`src/rtl/universal_shift_reg.sv`:
```
// WIDTH-bit universal shift register: hold, shift right/left, parallel load, saturating shift counter.
// Optional USR_ROTATE_EN macro adds a rot input that makes shifts rotate instead of taking serial input.
module universal_shift_reg #(
   parameter int unsigned             WIDTH     = 8,
   parameter logic [WIDTH-1:0]        RESET_VAL = {WIDTH{1'b0}},
   parameter int unsigned             CNT_W     = $clog2(WIDTH + 1)
) (
   input  logic             clk,
   input  logic             rst,
   input  logic             en,
   input  logic [1:0]       mode,
   input  logic [WIDTH-1:0] d,
   input  logic             sin_r,
   input  logic             sin_l,
`ifdef USR_ROTATE_EN
   input  logic             rot,
`endif
   output logic [WIDTH-1:0] q,
   output logic             sout_r,
   output logic             sout_l,
   output logic [CNT_W-1:0] shift_cnt,
   output logic             done
);

   localparam logic [1:0]       MODE_HOLD  = 2'b00;
   localparam logic [1:0]       MODE_RIGHT = 2'b01;
   localparam logic [1:0]       MODE_LEFT  = 2'b10;
   localparam logic [1:0]       MODE_LOAD  = 2'b11;
   localparam logic [CNT_W-1:0] CNT_MAX    = CNT_W'(WIDTH);

   logic [WIDTH-1:0] q_next;
   logic [CNT_W-1:0] cnt_next;
   logic [CNT_W-1:0] cnt_inc;
   logic             fill_r;
   logic             fill_l;

   // Bits entering each end: serial inputs, or the wrap-around bit when rotating
`ifdef USR_ROTATE_EN
   assign fill_r = rot ? q[0]       : sin_r;
   assign fill_l = rot ? q[WIDTH-1] : sin_l;
`else
   assign fill_r = sin_r;
   assign fill_l = sin_l;
`endif

   assign cnt_inc = (shift_cnt == CNT_MAX) ? CNT_MAX : shift_cnt + CNT_W'(1);

   always_comb begin
      q_next   = q;
      cnt_next = shift_cnt;
      if (en) begin
         case (mode)
            MODE_HOLD: begin
               q_next   = q;
               cnt_next = shift_cnt;
            end
            MODE_RIGHT: begin
               q_next   = {fill_r, q[WIDTH-1:1]};
               cnt_next = cnt_inc;
            end
            MODE_LEFT: begin
               q_next   = {q[WIDTH-2:0], fill_l};
               cnt_next = cnt_inc;
            end
            MODE_LOAD: begin
               q_next   = d;
               cnt_next = '0;
            end
            default: begin
               q_next   = q;
               cnt_next = shift_cnt;
            end
         endcase
      end
   end

   always_ff @(posedge clk) begin
      if (rst) begin
         q         <= RESET_VAL;
         shift_cnt <= '0;
      end else begin
         q         <= q_next;
         shift_cnt <= cnt_next;
      end
   end

   assign sout_r = q[0];
   assign sout_l = q[WIDTH-1];
   assign done   = (shift_cnt == CNT_MAX);

endmodule
```
`config.mk`:
```
export PLATFORM = sky130hd
export DESIGN_NAME = universal_shift_reg
export DESIGN_NICKNAME = d
export VERILOG_FILES = /design/src/rtl/universal_shift_reg.sv
export SDC_FILE = /design/constraint.sdc
export NUM_CORES = 1
export LEC_CHECK = 0
export CORE_ASPECT_RATIO = 0.9
export CORE_MARGIN = 2
export CORE_UTILIZATION = 36
export CTS_BUF_LIST = sky130_fd_sc_hd__clkbuf_8 sky130_fd_sc_hd__clkbuf_16
export CTS_CLUSTER_SIZE = 16
export DETAILED_ROUTE_END_ITERATION = 8
export PLACE_DENSITY = 0.73
export SLEW_MARGIN = 10
export SYNTH_ARGS = -nofsm -noshare
export SYNTH_HDL_FRONTEND = slang
export SYNTH_SLANG_ARGS = --single-unit
```
`constraint.sdc`:
```
create_clock -name clk -period 1.3 [get_ports clk]
set_input_delay 0.39 -clock clk [delete_from_list [all_inputs] [get_ports clk]]
set_output_delay 0.39 -clock clk [all_outputs]
set_load 0.01 [all_outputs]
```
==> results.tsv, run 1 <==
metric	value	unit
hpwl	1.510	mm
drcViolationCount	0	
maxCapViolations	0	
cts_hold_buf	0	
multiInputGateArea	399.1	sq um
setup.worst_path.end_class	output pin	
globalplace.congestion	0.8296	
dr.pass1.iters	4	
cts_tree	done	
drive_gt1_share	38.76	%
worst_pin_slew	249.4	ps
grt_pass1_wl	3.291	mm
rows	14	
io_pins	30	
vias	764	
synthArstFlopShare	0	%
slew_violations	0	
setup_viol	3	
synth_common_cells	12 x dfxtp_1, 11 x nor2_1, 8 x mux2_2, 8 x o22ai_1, 7 x nor3_1	
cts-root-buf	clkbuf_8	
grt_setup_unrepaired	true	
regArea	247.7	sq um
cts_buffer_depth	2	
cts.clk_slew.worst_paths	60	ps
path_cells	inv_2 > ha_2 > and3b_2 > buf_6	
failed_checks	setup timing	
hold_violations	0	
synthTopCellsByArea	dfxtp_1 36%, mux2_2 13%, o22ai_1 7.4%, nor2_1 6.1%, nor3_1 5.2%	
synth_cell_types	25	
syn_nets	95	
h-tree-depth	1	
yosys.area.top_type	dfxtp_1	
wl_per_cell	12.77	um
dieHeight	45.02	um
holdWs	554.2	ps
syn2layout_area_growth	75.84	%
layout.cells.non_filler	153	
cts_buffers	3	
antenna_found_initial	0	
dpl_worst_slack	-435.9	ps
synth.top_cell.area_share	35.69	%
syn_area_per_cell	8.630	sq um
numClockSinks	12	
p_leak	0.5382	nW
wirelength	1.954	mm
die-area	0.002232	sq mm
clkLatencyLatePin	240	ps
cp.required	910	ps
initial_core_util	39.21	%
relSlewSlack	83.35	%
nets	147	
yosys_register_bits	12	
yosysSeqAreaShare	35.69	%
yosys_warnings	0	
core_area	0.001717	sq mm
setup_slack	-179.3	ps
nFillCells	155	
place_inst	149	
grt_usage	19.54	%
slowest_delay	340	ps
arrival	1090	ps
syn-cell-area	673.1	sq um
drtAntennaViolNets	0	
synth_flop_cell	dfxtp_1	
port_buffers	29	
critPathKind	reg -> out	
synthCells	78	
post-route-min-period	1479	ps
grt_overflow	0	
finalCritPeriodShare	113.8	%
fmax	676.0	MHz
insertedDiodeCount	0	
viasPerCell	4.993	
grt_max_degree	11	
status	complete, but fails checks	
power.density	872.5	mW/mm^2
synth-edff-count	0	
peakVddDrop	0.0008297	V
start_kind	flop	
cpMaxStageDelayCell	dfxtp_4	
die_x	49.58	um
skew	4.129	ps
hp-class	reg -> reg	
synth_most_common_cell	dfxtp_1	
drt_iter0_markers	13	
crit_family	flip-flops	
crit_buf_inv	2	
crit_fanout	2	
grt_pass1_vias	748	
## power breakdown
| part | switching [mW] | leakage (nW) | internal, mW |
|---|---|---|---|
| sequential | 0.0148 | 0.100 | 0.391 |
| combinational | 0.117 | 0.415 | 0.165 |
| clock | 0.137 | 0.0231 | 0.208 |
| total | 0.269 | 0.538 | 0.764 |
## through the flow
step	power (mW)	instance area (sq um)	utilization (%)	TNS, ps
floorplan	0.5447	684.4	-	-108.9
global placement	0.7067	1149	66.91	-5106
detailed placement	0.7126	1149	66.91	-5308
CTS	1.039	1162	67.71	-456.0
global route	1.088	1184	68.95	-581.1
finish	1.033	1184	68.95	-435.9
## path summary, 6_finish.rpt
check                            start                   endpoint  slack [ps]  cells past startpoint
max          shift_cnt[1]$_SDFFE_PP0P_                       done        -180                      4
min                  q[1]$_SDFFE_PP0P_          q[0]$_SDFFE_PP0P_         550                      2
max reg2reg  shift_cnt[1]$_SDFFE_PP0P_  shift_cnt[0]$_SDFFE_PP0P_        -150                      6
min reg2reg          q[1]$_SDFFE_PP0P_          q[0]$_SDFFE_PP0P_         550                      2
## tightest hold or removal path, stage by stage (launching register included)
cell	delay (ps)
dfxtp_1	330
nor2_1	120
nor3_1	60
## cell usage in the layout, fill, tap and decap left out, types with 2 or more instances in the layout
cell type and instances:
buf_2 3, buf_4 23, buf_6 2, clkbuf_8 3
clkdlybuf4s15_1 4, clkdlybuf4s50_1 11, dfxtp_1 10, dfxtp_4 2
dlygate4sd2_1 9, inv_2 2, mux2_2 8, nand2_1 3
nand2b_1 2, nand3_1 2, nor2_1 11, nor3_1 7
o21ai_1 2, o22ai_1 7, o22ai_2 2
## logic make-up after synthesis
logic type | count (synthesis) | share of synthesized area, %
compound gates | 18 | 18.40
xor+xnor | 1 | 1.301
fa+ha+maj | 2 | 3.717
buf+inv | 9 | 7.062
flops | 12 | 35.69
mux | 8 | 13.38
simple gates | 28 | 20.45
## timing repair
item | CTS | global route
pin swaps | 5 | 4
gates cloned | 0 | 0
buffers inserted | 0 | 0
endpoints found under the setup margin | 27 | 10
resized for setup | 33 | 8
## flip-flops by register name, indices dropped and copies added, names as in the netlist
name       count
shift_cnt      4
q              8
## final cells by class
class / count / share of cell area (%)
timing repair buffer: 53 / 38.05
multi-input combinational: 57 / 33.72
clock inverter: 1 / 0.3171
tap: 24 / 2.537
clock buffer: 3 / 3.488
sequential: 12 / 20.93
inverter: 3 / 0.9514
## metal layers
| metal | vias to the layer above | global-route usage, % | wire length [um] |
|---|---|---|---|
| met2 | 21 | 34.67 | 961 |
| met1 | 357 | 24.02 | 929 |
| li1 | 384 | - | - |
| met5 | - | 0 | 0 |
| met3 | 2 | 2.318 | 43 |
| met4 | 0 | 9.444 | 19 |
No activity file was read; power rests on OpenSTA's default activity.
==> run 2, diff against run 1 <==
--- a/config.mk
+++ b/config.mk
@@ -6,7 +6,6 @@
 export NUM_CORES = 1
 export LEC_CHECK = 0
 export CORE_ASPECT_RATIO = 0.9
-export CORE_MARGIN = 2
 export CORE_UTILIZATION = 36
 export CTS_BUF_LIST = sky130_fd_sc_hd__clkbuf_8 sky130_fd_sc_hd__clkbuf_16
 export CTS_CLUSTER_SIZE = 16
==> run 2 against run 1 <==
  * The flow still finishes with violations (setup timing)
  * Combinational power increased by 6%
  * Power is 1.8% higher
  * Die area down 8.3%
  * Sequential power is essentially flat
  * Clock skew fell by 1.9 ps
  * Final cell count is the same
  * Utilization rose by 1.4 points
  * Clock power increased by 1%
  * Non-clock buffer count stayed put
  * Largest power group unchanged
==> results.tsv, run 2 (synthesis results as in run 1) <==
metric	value	unit
grt_pass1_vias	748	
drive_gt1_share	40.31	%
cp.required	910	ps
hold_violations	0	
die_x	47.58	um
grt_setup_unrepaired	true	
cts.clk_slew.worst_paths	50	ps
path_cells	inv_2 > ha_4 > and3b_2 > buf_6	
antenna_found_initial	0	
dieHeight	43.02	um
cpMaxStageDelayCell	dfxtp_4	
drtAntennaViolNets	0	
wirelength	2.062	mm
fmax	680.9	MHz
port_buffers	29	
clkLatencyLatePin	240	ps
hpwl	1.484	mm
peakVddDrop	0.0006711	V
grt_overflow	0	
hp-class	reg -> reg	
viasPerCell	5.039	
drcViolationCount	0	
setup.worst_path.end_class	output pin	
mostFrequentLayoutCells	21 x buf_4, 14 x dlygate4sd2_1, 11 x nor2_1	
dr.pass1.iters	5	
vias	771	
fin_tns_setup	-404.5	ps
crit_fanout	2	
largest_register	q	
cts_buffers	3	
wl_per_cell	13.48	um
insertedDiodeCount	0	
syn2layout_area_growth	79.37	%
cts-root-buf	clkbuf_8	
crit_buf_inv	2	
relSlewSlack	82.81	%
final_common_cell	buf_4	
p_leak	0.5669	nW
reg_top3	q x8, shift_cnt x4	
critPathKind	reg -> out	
numClockSinks	12	
finalCritPeriodShare	113.0	%
slew_violations	0	
rows	14	
worst_pin_slew	257.6	ps
grt_pass1_wl	3.194	mm
nFillCells	148	
cts_tree	done	
holdWs	602.9	ps
failed_checks	setup timing	
core_area	0.001717	sq mm
setup_viol	3	
post-route-min-period	1469	ps
arrival	1080	ps
crit_family	flip-flops	
initial_core_util	39.21	%
maxCapViolations	0	
die-area	0.002047	sq mm
h-tree-depth	1	
start_kind	flop	
setup_slack	-168.6	ps
io_pins	30	
power.density	870.3	mW/mm^2
drt_iter0_markers	24	
largest_register_ffs	8	
nets	147	
status	complete, but fails checks	
grt_usage	22.44	%
skew	2.228	ps
power	1.051	mW
cts_buffer_depth	2	
slowest_delay	340	ps
globalplace.congestion	0.8863	
grt_max_degree	11	
run 2: power by group:
| group | internal, mW | total, mW | switching [mW] |
|---|---|---|---|
| clock | 0.208 | 0.350 | 0.142 |
| combinational | 0.172 | 0.298 | 0.126 |
| sequential | 0.391 | 0.403 | 0.0125 |
run 2: area by class of cell:
cell class                      count  area (sq um)  area share [%]
Timing Repair Buffer               53         451.7           37.41
Multi-Input combinational cell     57         421.7           34.92
Sequential cell                    12         247.7           20.52
Clock buffer                        3         41.29           3.420
Tap cell                           24         30.03           2.487
Inverter                            3         11.26          0.9326
Clock inverter                      1         3.754          0.3109
run 2: what timing repair did:
action / CTS / global route
hold buffers: 0 / 0
hold endpoints to repair: 0 / 0
buffers inserted: 2 / 0
setup endpoints to repair: 27 / 4
pin swaps: 3 / 1
resized for setup: 40 / 2
run 2: per-stage QoR:
| step | utilization (%) | cell area (sq um) | std cells | setup WS [ps] |
|---|---|---|---|---|
| after CTS | 69.39 | 1191 | 153 | -185.3 |
| after global routing | 70.34 | 1207 | 153 | -192.2 |
| after global placement | 66.04 | 1134 | 147 | -382.7 |
| after floorplan | - | 684.4 | 78 | -75.02 |
| after detailed placement | 66.04 | 1134 | 147 | -424.8 |
| final | 70.34 | 1207 | 153 | -168.6 |
run 2: layer usage:
| layer | up-vias | global-route usage, % | wire length [um] |
|---|---|---|---|
| met5 | - | 0 | 0 |
| met4 | 0 | 11.11 | 28 |
| met3 | 4 | 2.979 | 102 |
| met2 | 34 | 37.53 | 1015 |
| met1 | 349 | 27.11 | 916 |
| li1 | 384 | - | - |
run 2: path summary, 6_finish.rpt:
check	slack, ps	startpoint	depth (start not counted)	end
worst max-delay path	-170	shift_cnt[0]$_SDFFE_PP0P_	4	done
worst min-delay path	600	shift_cnt[0]$_SDFFE_PP0P_	2	shift_cnt[0]$_SDFFE_PP0P_
worst max register to register	-130	shift_cnt[0]$_SDFFE_PP0P_	6	shift_cnt[0]$_SDFFE_PP0P_
worst min register to register	600	shift_cnt[0]$_SDFFE_PP0P_	2	shift_cnt[0]$_SDFFE_PP0P_
run 2: tightest hold or removal path: stages (launching register included):
cell and delay (ps):
dfxtp_4 340, buf_4 140, o22ai_2 80
==> run 3, diff against run 2 <==
==> constraint.sdc (replaced) <==
create_clock -name clk -period 1.3 [get_ports clk]
set_input_delay 0.13 -clock clk [delete_from_list [all_inputs] [get_ports clk]]
set_output_delay 0.13 -clock clk [all_outputs]
set_load 0.01 [all_outputs]
==> run 3 against run 2 <==
  * The flow still finishes with violations (setup timing)
  * Clock skew about the same
  * Highest routed layer unchanged
  * Flip-flop and latch count did not move
  * Design area decreased by 6.6%
  * Critical path depth grew 1
  * Via count fell by 7.3%
  * Combinational power is 15% lower
  * Routed wire length down 13%
  * Hold slack got worse by 81 ps
  * Global-route usage decreased by 2.6 points
  * Setup slack gained 140 ps
  * Sequential share of layout area increased by 1.5 points
  * Final cell count decreased by 6.5%
==> results.tsv, run 3 (synthesis results as in run 1) <==
metric	value	unit
status	complete, but fails checks	
failed_checks	setup timing	
grt_pass1_vias	677	
final_util	65.67	%
crit_end	shift_cnt[0]$_SDFFE_PP0P_	
post-route-min-period	1329	ps
p_leak	0.5824	nW
wirelength	1.792	mm
mostFrequentLayoutCells	14 x clkdlybuf4s50_1, 14 x buf_4, 11 x nor2_1	
grt_overflow	0	
cts-root-buf	clkbuf_8	
cts_hold_buf	0	
port_buffers	29	
skew	2.026	ps
grt_setup_unrepaired	true	
initial_core_util	39.21	%
largest_register_ffs	8	
power.density	887.4	mW/mm^2
dr.pass1.iters	4	
cts_tree	done	
cts_buffers	3	
cts.clk_slew.worst_paths	50	ps
finalCritPeriodShare	102.2	%
drt_iter0_markers	12	
grt_pass1_wl	2.904	mm
hp-class	reg -> reg	
dieHeight	43.02	um
die-area	0.002047	sq mm
slew_violations	0	
arrival	1490	ps
syn2layout_area_growth	67.47	%
die_x	47.58	um
design_area	0.001127	sq mm
start_kind	flop	
viasPerCell	5.000	
drive_gt1_share	27.73	%
reg2reg_setup_slack	-30	ps
setup_slack	-29.24	ps
core_area	0.001717	sq mm
nFillCells	157	
h-tree-depth	1	
hpwl	1.396	mm
numClockSinks	12	
wl_per_cell	12.53	um
critPathKind	reg -> reg	
regToRegEndpoint	shift_cnt[0]$_SDFFE_PP0P_	
fmax	752.3	MHz
globalplace.congestion	0.8632	
worst_pin_slew	209.0	ps
grt_usage	19.87	%
drcViolationCount	0	
cp.required	1460	ps
largest_register	q	
hold_violations	0	
maxCapViolations	0	
setup_viol	3	
relSlewSlack	85.98	%
grt_max_degree	11	
antenna_found_initial	0	
r2r-start	shift_cnt[1]$_SDFFE_PP0P_	
setup.worst_path.end_class	flop	
io_pins	30	
clkLatencyLatePin	230	ps
nets	137	
startpoint	shift_cnt[1]$_SDFFE_PP0P_	
drtAntennaViolNets	0	
peakVddDrop	0.0006961	V
rows	14	
dpl_worst_slack	-141.1	ps
postCtsSetupBuffers	0	
crit_fanout	2	
reg_top3	q x8, shift_cnt x4	
cts_buffer_depth	2	
insertedDiodeCount	0	
vias	715	
hold_depth	2	
place_area	0.001074	sq mm
r2r_cells	5	
[run 3: cell count changes in the layout (fill, tap and decap cells not counted), moves of 3 or more]
cell	previous run	this run
buf_4	21	14
clkdlybuf4s50_1	10	14
buf_6	4	0
buf_2	3	0
dlygate4sd2_1	14	7
dlymetal6s2s_1	0	7
[run 3: area by class of cell]
type / count / area (sq um) / area share [%]
Timing Repair Buffer: 43 / 404.1 / 35.85
Multi-Input combinational cell: 57 / 389.1 / 34.52
Clock inverter: 1 / 3.754 / 0.3330
Tap cell: 24 / 30.03 / 2.664
Inverter: 3 / 11.26 / 0.9989
Clock buffer: 3 / 41.29 / 3.663
Sequential cell: 12 / 247.7 / 21.98
[run 3: worst max-delay path: stages, from the launching register on]
cell and delay [ps]:
dfxtp_4 340, inv_2 30, ha_2 150, and3b_2 190, or3_4 390, o22ai_2 140
[run 3: stage by stage]
stage	hold WS (ps)	std cells	setup TNS [ps]	power (mW)
2_1_floorplan	228.6	78	-108.9	0.5447
3_5_place_dp	518.5	139	-1335	0.6843
6_report	522.2	143	-42.38	1.000
4_1_cts	528.5	143	-67.59	1.021
3_3_place_gp	508.4	139	-1225	0.6789
5_1_grt	558.2	143	-155.0	1.055
[run 3: worst min-delay path by stage]
stage	start	end
floorplan	en	shift_cnt[3]$_SDFFE_PP0P_
global placement	q[4]$_SDFFE_PP0P_	q[3]$_SDFFE_PP0P_
detailed placement	q[2]$_SDFFE_PP0P_	q[1]$_SDFFE_PP0P_
CTS	q[3]$_SDFFE_PP0P_	q[2]$_SDFFE_PP0P_
global route	q[3]$_SDFFE_PP0P_	q[2]$_SDFFE_PP0P_
finish	q[3]$_SDFFE_PP0P_	q[2]$_SDFFE_PP0P_
[run 3: timing repair]
item / 4_1_cts / 5_1_grt
gates cloned: 0 / 0
pin swaps: 4 / 1
endpoints found under the setup margin: 10 / 10
gates resized for setup: 9 / 7
[run 3: power breakdown]
part	leakage [nW]	total, mW	switching, mW	internal [mW]
combinational	0.455	0.252	0.102	0.150
sequential	0.100	0.411	0.0201	0.391
clock	0.0269	0.337	0.129	0.207
[run 3: metal layers]
metal / global-route usage (%) / part of all wire (%)
met5: 0 / 0
met4: 8.333 / 1.1
met3: 2.553 / 5.1
met2: 32.60 / 48
met1: 25.40 / 46
